[config.mk]
export PLATFORM = sky130hd
export DESIGN_NAME = pipe_stage_skid
export DESIGN_NICKNAME = d
export VERILOG_FILES = /design/src/rtl/pipe_stage_skid.sv
export SDC_FILE = /design/constraint.sdc
export NUM_CORES = 1
export LEC_CHECK = 0
export ABC_AREA = 1
export BUFFER_PORTS_ARGS = -buffer_cell sky130_fd_sc_hd__buf_2
export CORE_MARGIN = 2
export CORE_UTILIZATION = 49
export CTS_CLUSTER_SIZE = 40
export DETAILED_ROUTE_END_ITERATION = 8
export GPL_TIMING_DRIVEN = 0
export PLACE_DENSITY_LB_ADDON = 0.2
export SYNTH_ARGS = -nofsm -noshare
export SYNTH_HDL_FRONTEND = slang
export SYNTH_SLANG_ARGS = --single-unit
[constraint.sdc]
create_clock -name clk -period 1.5 [get_ports clk]
set_clock_uncertainty 0.05 [all_clocks]
set_input_delay 0.3 -clock clk [delete_from_list [all_inputs] [get_ports clk]]
set_output_delay 0.3 -clock clk [all_outputs]
set_load 0.1 [all_outputs]
[src/rtl/pipe_stage_skid.sv]
// Pipeline stage register with ready/valid handshakes, a 2-entry skid buffer,
// flush with bubble injection and a saturating backpressure counter.
module pipe_stage_skid #(
  parameter int unsigned              PC_WIDTH     = 16,
  parameter int unsigned              INSTR_WIDTH  = 16,
  parameter int unsigned              CTRL_WIDTH   = 32,
  parameter logic [INSTR_WIDTH-1:0]   BUBBLE_INSTR = 16'h0000,
  parameter int unsigned              CNT_WIDTH    = 16
) (
  input  logic                   clk,
  input  logic                   reset,
  input  logic                   flush,
  input  logic                   in_valid,
  output logic                   in_ready,
  input  logic [PC_WIDTH-1:0]    pc_in,
  input  logic [INSTR_WIDTH-1:0] instruction_in,
  input  logic [CTRL_WIDTH-1:0]  control_in,
  output logic                   out_valid,
  input  logic                   out_ready,
  output logic [PC_WIDTH-1:0]    pc_out,
  output logic [INSTR_WIDTH-1:0] instruction_out,
  output logic [CTRL_WIDTH-1:0]  control_out,
  output logic [1:0]             occupancy,
  output logic [CNT_WIDTH-1:0]   stall_count,
  input  logic                   clear_count
);

  // Handshake: a transfer happens on a rising edge where valid and ready are
  // both high; valid/ready are pure functions of the state register.
  localparam int unsigned PW = PC_WIDTH + INSTR_WIDTH + CTRL_WIDTH;
  localparam logic [PW-1:0] BUBBLE = {{PC_WIDTH{1'b0}}, BUBBLE_INSTR, {CTRL_WIDTH{1'b0}}};
  localparam logic [CNT_WIDTH-1:0] CNT_ONE = 1;

  typedef enum logic [1:0] {
    EMPTY = 2'd0,
    ONE   = 2'd1,
    FULL  = 2'd2
  } state_t;

  state_t               state_q, state_d;
  logic [PW-1:0]        head_q, head_d;
  logic [PW-1:0]        skid_q, skid_d;
  logic [CNT_WIDTH-1:0] cnt_q, cnt_d;
  logic                 accept, deliver;
  logic [PW-1:0]        in_payload;

  assign in_payload = {pc_in, instruction_in, control_in};
  assign accept     = in_valid & (state_q != FULL);
  assign deliver    = out_ready & (state_q != EMPTY);

  always_ff @(posedge clk) begin
    if (reset) begin
      state_q <= EMPTY;
      head_q  <= BUBBLE;
      skid_q  <= BUBBLE;
      cnt_q   <= '0;
    end else begin
      state_q <= state_d;
      head_q  <= head_d;
      skid_q  <= skid_d;
      cnt_q   <= cnt_d;
    end
  end

  always_comb begin
    state_d = state_q;
    head_d  = head_q;
    skid_d  = skid_q;
    if (flush) begin
      state_d = EMPTY;
      head_d  = BUBBLE;
      skid_d  = BUBBLE;
    end else begin
      unique case (state_q)
        EMPTY: begin
          if (accept) begin
            head_d  = in_payload;
            state_d = ONE;
          end
        end
        ONE: begin
          if (accept && deliver) begin
            head_d = in_payload;
          end else if (accept) begin
            skid_d  = in_payload;
            state_d = FULL;
          end else if (deliver) begin
            head_d  = BUBBLE;
            state_d = EMPTY;
          end
        end
        FULL: begin
          if (deliver) begin
            head_d  = skid_q;
            skid_d  = BUBBLE;
            state_d = ONE;
          end
        end
        default: begin
          state_d = EMPTY;
          head_d  = BUBBLE;
          skid_d  = BUBBLE;
        end
      endcase
    end
  end

  // Counts presented-but-refused cycles, including on flush cycles.
  always_comb begin
    cnt_d = cnt_q;
    if (clear_count) begin
      cnt_d = '0;
    end else if ((state_q != EMPTY) && !out_ready && (cnt_q != {CNT_WIDTH{1'b1}})) begin
      cnt_d = cnt_q + CNT_ONE;
    end
  end

  assign out_valid = (state_q != EMPTY);
  assign in_ready  = (state_q != FULL);
  assign occupancy = state_q;
  assign stall_count = cnt_q;
  assign {pc_out, instruction_out, control_out} = head_q;

endmodule

-- Word level (Yosys, flattened, before mapping)
Cells that the tools add are included.
- memory bits (read-only): 0
- output and inout port bits: 84
- latch bits: 0
- memories: 0
- memory bits (writable): 0
- logic and storage cells: 44
- register bits after elaboration: 146
- $lt $le $gt $ge: 0
- bitwise logic cells: 3
- reduce and logical (&&, ||, !) cells: 11
- shift-type cells: 0
- $mul: 0
- divide/modulo/power cells: 0
- equal/unequal tests: 11
- multiplexer cells: 14
- add/sub/neg operators: 1
- operator list (cell ; number):
    two-way mux 64 bit ; 6
    one-hot mux 64 bit (3 select lines) ; 2
    adder 16 x 1 -> 16 bit, second input constant ; 1
    != test 16 bit, second input constant ; 1
    AND reduction 4 bit ; 3
    two-way mux 2 bit ; 5
    != test 2 bit, second input constant ; 5
    != test 3 bit, second input constant ; 3
    one-hot mux 2 bit (3 select lines) ; 1
    OR reduction 2 bit ; 2
    logical AND 1 bit ; 3
    bitwise AND 1 bit ; 2
    equality test 2 x 1 -> 1 bit, second input constant ; 1
    equality test 2 bit, second input constant ; 1
    zero test 2 bit ; 1
    nonzero test 2 bit ; 1
    zero test 1 bit ; 1
    inverter 1 bit ; 1

-- Longest topological paths before layout
Gate-level depths: netlist of run 1.
- depth in word-level cells: 6
- gate-level depth with buffers: 9
- depth with buffers taken out: 9

-- Least setup slack after synthesis of run 1
No wires, ideal clock.
- path type: flip-flop to flip-flop
- start point: reg state_q[1] (netlist: occupancy[1])
- end point: reg head_q[42]
- path slack: -1412 ps
- data arrival time: 2729 ps
- buffers on the path: 1
- cell stages (with the launch flop): 7
- cell sequence: dfxtp_1 nor2_2 inv_1 clkbuf_1 o211ai_1 nand2_1 a21oi_1
- cells in the longest elaborated chain, start to end: 5
- RTL lines (item ; RTL line ; text):
    start, declared ; 40 ; state_t state_q, state_d;
    start signal, assigned ; 58 ; state_q <= state_d;
    nonzero test 2 bit * ; - ;
    net out_valid ; 18 ; output logic out_valid,
    bitwise AND 1 bit * ; 49 ; assign deliver = out_ready & (state_q != EMPTY);
    logical AND 1 bit ; 82 ; if (accept && deliver) begin
    != test 3 bit (no line) or two-way mux 64 bit (tied branches) ; - ;
    AND reduction 4 bit (no line) or one-hot mux 64 bit (3 select lines) (tied branches) ; - ;
    end signal, assigned ; 54 ; head_q <= BUBBLE;
    end signal, assigned ; 59 ; head_q <= head_d;
    end, declared ; 41 ; logic [PW-1:0] head_q, head_d;
Mark *: on every way through the listed nets, which the timed path passes. The rest lies on a longest branch.
A chain may end at the register's enable or synchronous reset.

-- Worst setup path after layout of run 1
- start point: reg state_q[1] (netlist: occupancy[1])
- end point: out out_valid
- cells in the longest elaborated chain, start to end: 1
- RTL lines (item ; RTL line ; text):
    nonzero test 2 bit ; 118 ; assign out_valid = (state_q != EMPTY);
    end, declared ; 18 ;
Every way passes these cells.

==> run metrics, run 1 <==
clock root buffer=clkbuf_16; Crit-path slowest cell=dfxtp_4; Final Max Tran Viols=0; WL/cell=between 15 and 20 um; critical path, cell by cell=nor2_4 -> inv_4 -> clkbuf_16 -> buf_16; CTS max path bufs=2; TNS Setup=-11,750 ps; Crit path max-delay family=flip-flops; top cells by area, synth=dfxtp_1 (44%), nand2_1 (18%), a21oi_1 (9.1%); Rows=42; gpl congestion=approximately 0.84; highest routed layer=met4; routed length on met2=approximately 12,000 um; Leak=about 4.5 nW; Mean Syn Cell Area=roughly 6.7 um^2; Via density=~5.6; failing checks=setup timing; Cell Area, Synth=around 0.0067 mm^2; worst path bufs/invs=3; area leader, netlist=dfxtp_1; Critical Path RT=roughly 1200 ps; top cells by count, synth=nand2_1 (316), dfxtp_1 (146), a21oi_1 (121), nor2_1 (121), nand3_1 (55); clock insertion delay at the later pin of the skew report=between 400 and 500 ps; Tmin final=1710 ps; total number of vias=~8k; Pre-antenna DRT Iters=5; IO Pins=roughly 150; hold_buf cts=0; Hold WS=between 80 and 90 ps; RSZ-0062 raised after global routing=true; Synth Register Bits=about 150; power consumption=between 0.01 and 0.015 W; sequential share of the synthesized area=~44%; Net Count, Synth=1,061; largest net degree at the start of global routing=17; CTS tree=done; Slew Limit Headroom=about a third; Post-synth EDFFs=0; Pint=roughly 0.0074 W; Final Setup Violations=113; DP HPWL=between 10,000 and 15,000 um; die area=approximately 0.015 mm^2; Max-Cap Viols=0; Crit. End Element=primary output; setup ws final=-212 ps; Final Hold Fails=0; Initial Util=between 50 and 60%; Setup crit start kind=flip-flop; sw frac=slightly below 30%; post-synth cell types=29; number of global-route vias before repair=6,652; # clock sinks=146; Most used DFF post-synth=dfxtp_1; pwr/cell area=roughly 1000 mW/mm^2; metal3 WL=approximately 2000 um; ANT nets after route=0; gr usage total=~29%; share of layout cells above drive strength 1=about 39%; Comb pwr share=18.5%; count leader, synth=nand2_1; TritonCTS buffer count=17; maximum vdd drop=between 0.6 and 0.7 mV; final net count=about 1.3k; Overflow after GRT=0; DRC viols=0; clk slew on worst S/H paths=~60 ps; IO Port Bufs=around 150; hold crit path type=in -> reg; Layout area overhead=54.1%; CP max FO=7; Net Switching=0.00300 W; chip height=121 um; yosys warns=0; design area=0.0103 mm^2; period utilization=114%; H-tree depth=4; crit path DAT=around 1400 ps; Achievable Freq=584 MHz; first-pass GRT wire length=32,400 um; synthesized instance count=990; met1 WL=between 9000 and 10,000 um; WS Path Type=reg -> out; Flop pwr share=between 30% and 40%; clock network power share=between 40% and 50%; Routed Wire Length=approximately 24,000 um; Chip Width=121 um; CP max stage delay=roughly 390 ps; status=complete, but fails checks; share of the synthesized area in the top cell type=a little over two fifths; worst slew pin tran=between 1000 and 1500 ps; core box area=roughly 0.013 mm^2; Initial DRC Count=between 600 and 700; DP Area=0.00783 mm^2; Async SR Flop Fraction=0%; initial antenna violation count=1
[path summary, 6_finish.rpt]
path,from,end,slack (ps),cells past startpoint
min reg2reg,skid_q[40],skid_q[40],410,2
max,occupancy[1],out_valid,-210,4
max reg2reg,occupancy[1],head_q[25],-190,10
min,control_in[30],skid_q[30],80,3
[worst reg2reg max path: cells and delay by family (launching register included)]
| family | cells | cell delay, ps |
|---|---|---|
| and+or+nand+nor | 5 | 470 |
| DFF | 1 | 390 |
| buffers and inverters | 4 | 570 |
| AOI/OAI and AO/OA | 1 | 130 |
[cell type report]
cell class | count | area, um^2
flip-flops and latches | 146 | 2990
repair buffers | 192 | 1500
fillers | 946 | 2990
diodes | 1 | 2.50
clock inverters | 11 | 160
plain buffers | 64 | 582
well taps | 176 | 220
multi-input cells | 722 | 4090
clock buffers | 20 | 447
repair inverters | 1 | 8.76
inverters | 60 | 258
[per-stage QoR]
stage,utilization (%),setup WS [ps],std cells
after global placement,59.1,-234,1319
after floorplan,-,-67.0,990
after detailed placement,59.1,-234,1319
after CTS,67.6,-194,1372
final,77.4,-212,1393
after global routing,77.4,-240,1393
[registers in the layout, indices dropped and copies added (netlist names)]
register,flops
head_q,64
occupancy,2
stall_count,16
skid_q,64
[layout by cell type (no fill, tap or decap), types with 2 or more instances in the layout]
| cell | instances |
|---|---|
| buf_12 | 8 |
| nand4_1 | 6 |
| nor2_4 | 8 |
| o21ai_0 | 31 |
| buf_2 | 79 |
| inv_2 | 5 |
| dfxtp_4 | 18 |
| nand2_1 | 234 |
| nand3_2 | 3 |
| clkbuf_16 | 26 |
| a21oi_2 | 66 |
| nand3_1 | 52 |
| nor2_1 | 110 |
| buf_6 | 23 |
| o211ai_1 | 23 |
| inv_8 | 2 |
| inv_1 | 50 |
| buf_4 | 105 |
| o22ai_2 | 2 |
| inv_4 | 3 |
| nand2_4 | 53 |
| o21ai_1 | 18 |
| clkbuf_4 | 4 |
| buf_8 | 8 |
| o21ai_4 | 3 |
| clkbuf_1 | 17 |
| clkbuf_2 | 4 |
| clkinv_2 | 5 |
| xnor2_1 | 3 |
| xor2_1 | 3 |
| a21oi_1 | 55 |
| o21ai_2 | 4 |
| o22ai_1 | 6 |
| dfxtp_1 | 128 |
| nand2_2 | 29 |
| bufinv_16 | 4 |
| nor2_2 | 7 |
[power by group through the flow]
stage | Combinational, W | Sequential, W | Clock (W)
floorplan | 0.000536 | 0.00452 | 0
CTS | 0.00146 | 0.00397 | 0.00448
global placement | 0.00135 | 0.00406 | 0
global route | 0.00201 | 0.00399 | 0.00463
detailed placement | 0.00135 | 0.00406 | 0
finish | 0.00192 | 0.00398 | 0.00446
[what timing repair did]
action                                  4_1_cts  5_1_grt
gates cloned                                  3       10
pin swaps                                     8       51
setup buffers                                19       11
resized for setup                           129      320
hold endpoints to repair                      0        0
endpoints found under the setup margin      203      148
[routing by layer]
layer | track usage [%] | up-vias
li1 | - | 3655
met1 | 37.4 | 3630
met2 | 45.4 | 415
met3 | 6.23 | 71
met4 | 12.2 | 0
met5 | 0 | -
[cells by family (layout without fill, tap and decap cells)]
| group | after synthesis | count (layout) | synth area share, % |
|---|---|---|---|
| adder cells (fa/ha/maj) | 1 | 1 | 0.188 |
| AND/OR/NAND/NOR | 505 | 506 | 30.2 |
| flip-flops | 146 | 146 | 43.9 |
| XOR/XNOR | 6 | 6 | 0.790 |
| other | 0 | 1 | 0 |
| buffers and inverters | 124 | 348 | 8.12 |
| AO/OA/AOI/OAI | 208 | 209 | 16.8 |
Note: power is estimated with default switching activity, not from simulation.
==> run 2: changes to the inputs <==
--- a/constraint.sdc
+++ b/constraint.sdc
@@ -3,3 +3,3 @@
 set_input_delay 0.3 -clock clk [delete_from_list [all_inputs] [get_ports clk]]
 set_output_delay 0.3 -clock clk [all_outputs]
-set_load 0.1 [all_outputs]
+set_load 0.02 [all_outputs]
==> run 2 against run 1 <==
Effect of this change: sequential share of layout area grew 1.9 points; total power is 11% lower; worst setup slack better by 30 ps; routed wire length is 6.1% lower; global-route usage rose by 0.093 points; highest routed layer is now met5; largest cell class unchanged; critical endpoint is now stall_count[12]; the flow still finishes with violations (setup timing); cell count decreased by 0.57%; critical path depth grew 5; largest power group is now registers; register-to-register slack is essentially flat.
==> run metrics, run 2 (synthesized netlist as in run 1, its figures left out) <==
share of layout cells above drive strength 1=34.9% (-4.4 points); Initial Util=50.2% (unchanged); Crit. path cell count=9 (+5); Setup crit start kind=flip-flop; worst path bufs/invs=2 (-1); Final Max Tran Viols=0 (unchanged); crit path DAT=1920 ps (+560 ps); period utilization=112% (-2.0 points); Worst R2R Path Depth=9 (-1); Inst Count DP=1,319 (unchanged); die area=0.0145 mm^2 (unchanged); DRC viols=0 (unchanged); first-pass GRT wire length=33,000 um (+1.9%); CTS tree=done; clock network power share=42.3% (-0.7 points); number of fill cells=1,075 (+14%); IO Pins=154 (unchanged); core box area=0.0132 mm^2 (unchanged); worst slew pin tran=845 ps (-165 ps); hold_buf cts=0 (unchanged); Initial DRC Count=935 (+39%); non-filler cells, final=1,385 (-0.57%); CP max stage delay=380 ps (about the same); Crit path max-delay family=simple AND/OR/NAND/NOR gates; critical path, cell by cell=ha_4 -> inv_1 -> nor2_2 -> nand2_2 -> buf_4 -> nor3_1 -> nand3_2 -> nand2_1 -> nor2_1; reg-to-reg startpoint=stall_count[1]; Routed Wire Length=22,400 um (-6.1%); Final Hold Fails=0 (unchanged); ANT nets after route=0 (unchanged); status=complete, but fails checks; Critical Path RT=1730 ps (+580 ps); H-tree depth=4 (unchanged); TritonCTS buffer count=17 (unchanged); Reg2Reg Setup Slack=-180 ps (about the same); largest net degree at the start of global routing=17 (unchanged); CP max FO=5 (-2); leading cell type in the layout, fill and taps excluded=nand2_1; setup ws final=-181 ps (+30.2 ps); Final Setup Violations=111 (-1.8%); highest-count cells in the layout ignoring fill and taps=nand2_1 (253), buf_2 (159), dfxtp_1 (132); power consumption=0.00925 W (-11%); clock root buffer=clkbuf_16; Pre-antenna DRT Iters=8 (+3); antenna cells=0 (-1); number of global-route vias before repair=6,940 (+4.3%); WL/cell=16.1 um (-5.6%); Max-Cap Viols=0 (unchanged); IO Port Bufs=153 (unchanged); Leak=4.22 nW (-5.1%); Net Switching=0.00244 W (-19%); hold depth=3 (unchanged); hold crit path type=in -> reg; Rows=42 (unchanged); Crit. End Element=flip-flop; Slew Limit Headroom=43.6% (+11 points); # clock sinks=146 (unchanged); area of the multi-input gates=0.00381 mm^2 (-6.8%); gpl congestion=0.877 (+4.3%); initial antenna violation count=1 (unchanged); DP HPWL=14,000 um (+2.2%); hold path startpoint=instruction_in[2]; Overflow after GRT=0 (unchanged); clk slew on worst S/H paths=60 ps (about the same); Pint=0.00681 W (-7.5%); Seq. cell area=0.00295 mm^2 (-1.3%); clock insertion delay at the later pin of the skew report=430 ps (about the same); gr usage total=28.6% (+0.093 points); WS Path Type=reg -> reg; Comb pwr share=14.5% (-4.0 points); maximum vdd drop=0.690 mV (+0.29%); final net count=1,267 (-0.63%); hold endpoint=skid_q[34]; pwr/cell area=975 mW/mm^2 (-3.5%); sw frac=26.4% (-2.6 points); Flop pwr share=43.2% (+4.8 points); Chip Width=121 um (unchanged); Layout area overhead=42.6%; CTS max path bufs=2 (unchanged); chip height=121 um (unchanged); Crit-path slowest cell=dfxtp_4; RSZ-0062 raised after global routing=true; Achievable Freq=595 MHz (+1.8%); Tmin final=1680 ps (-30.2 ps); Via density=5.49 (-1.5%); FF-to-FF End=stall_count[12]; total number of vias=7,610 (-2.1%); failing checks=setup timing
-- run 2: cell types whose count changed in the layout (fill, tap and decap cells not counted), sizes merged --
| cell | delta |
|---|---|
| o21ai | -1 |
| buf | -9 |
| clkbuf | +10 |
| nor2 | -1 |
| bufinv | -4 |
| inv | -1 |
| clkinv | -1 |
| diode | -1 |
-- run 2: metrics by stage --
| step | utilization (%) | TNS, ps | hold slack, ps | setup slack (ps) | instance area (um^2) |
|---|---|---|---|---|---|
| after floorplan | - | 0 | 380 | 3.58 | 6680 |
| after global placement | 57.9 | -23150 | 392 | -354 | 7670 |
| after detailed placement | 57.9 | -23640 | 395 | -345 | 7670 |
| after CTS | 65.0 | -1800 | 90.7 | -123 | 8610 |
| after global routing | 71.6 | -14630 | 122 | -188 | 9480 |
| final | 71.6 | -7930 | 90.8 | -181 | 9480 |
-- run 2: cell type report --
cell class | count | share of cell area [%]
plain buffers | 64 | 5.67
well taps | 176 | 2.32
clock inverters | 5 | 0.264
inverters | 60 | 2.61
multi-input cells | 720 | 40.1
repair buffers | 186 | 12.4
flip-flops and latches | 146 | 31.1
repair inverters | 1 | 0.0923
clock buffers | 27 | 5.41
-- run 2: worst max-delay path by stage --
stage	from	to
3_5_place_dp	flush	occupancy[1]
3_3_place_gp	flush	occupancy[1]
6_report	stall_count[1]	stall_count[12]
4_1_cts	occupancy[1]	in_ready
2_1_floorplan	stall_count[10]	stall_count[2]
5_1_grt	stall_count[1]	stall_count[12]
-- run 2: metal layers --
layer	routed length (um)	GRT usage, %	up-vias	share of wire, %
met1	9250	37.0	3566	41
met4	563	10.8	2	2.5
met2	10900	47.4	366	49
li1	-	-	3622	-
met5	13	0	-	0.058
met3	1650	5.52	54	7.4
-- run 2: tightest hold or removal path: stages --
cell	delay (ps)
buf_2	90
a21oi_1	50
nor2_1	90
-- run 2: power groups by stage --
stage               Clock (W)  Combinational (W)  Sequential (W)
detailed placement          0           0.000919         0.00408
floorplan                   0           0.000489         0.00416
CTS                   0.00391            0.00103         0.00400
global placement            0           0.000912         0.00408
global route          0.00406            0.00144         0.00401
finish                0.00391            0.00134         0.00400
-- run 2: what timing repair did --
item	4_1_cts	5_1_grt
cloned	2	8
resized for setup	85	206
endpoints found under the setup margin	142	147
setup buffers	19	5
pin swaps	10	53
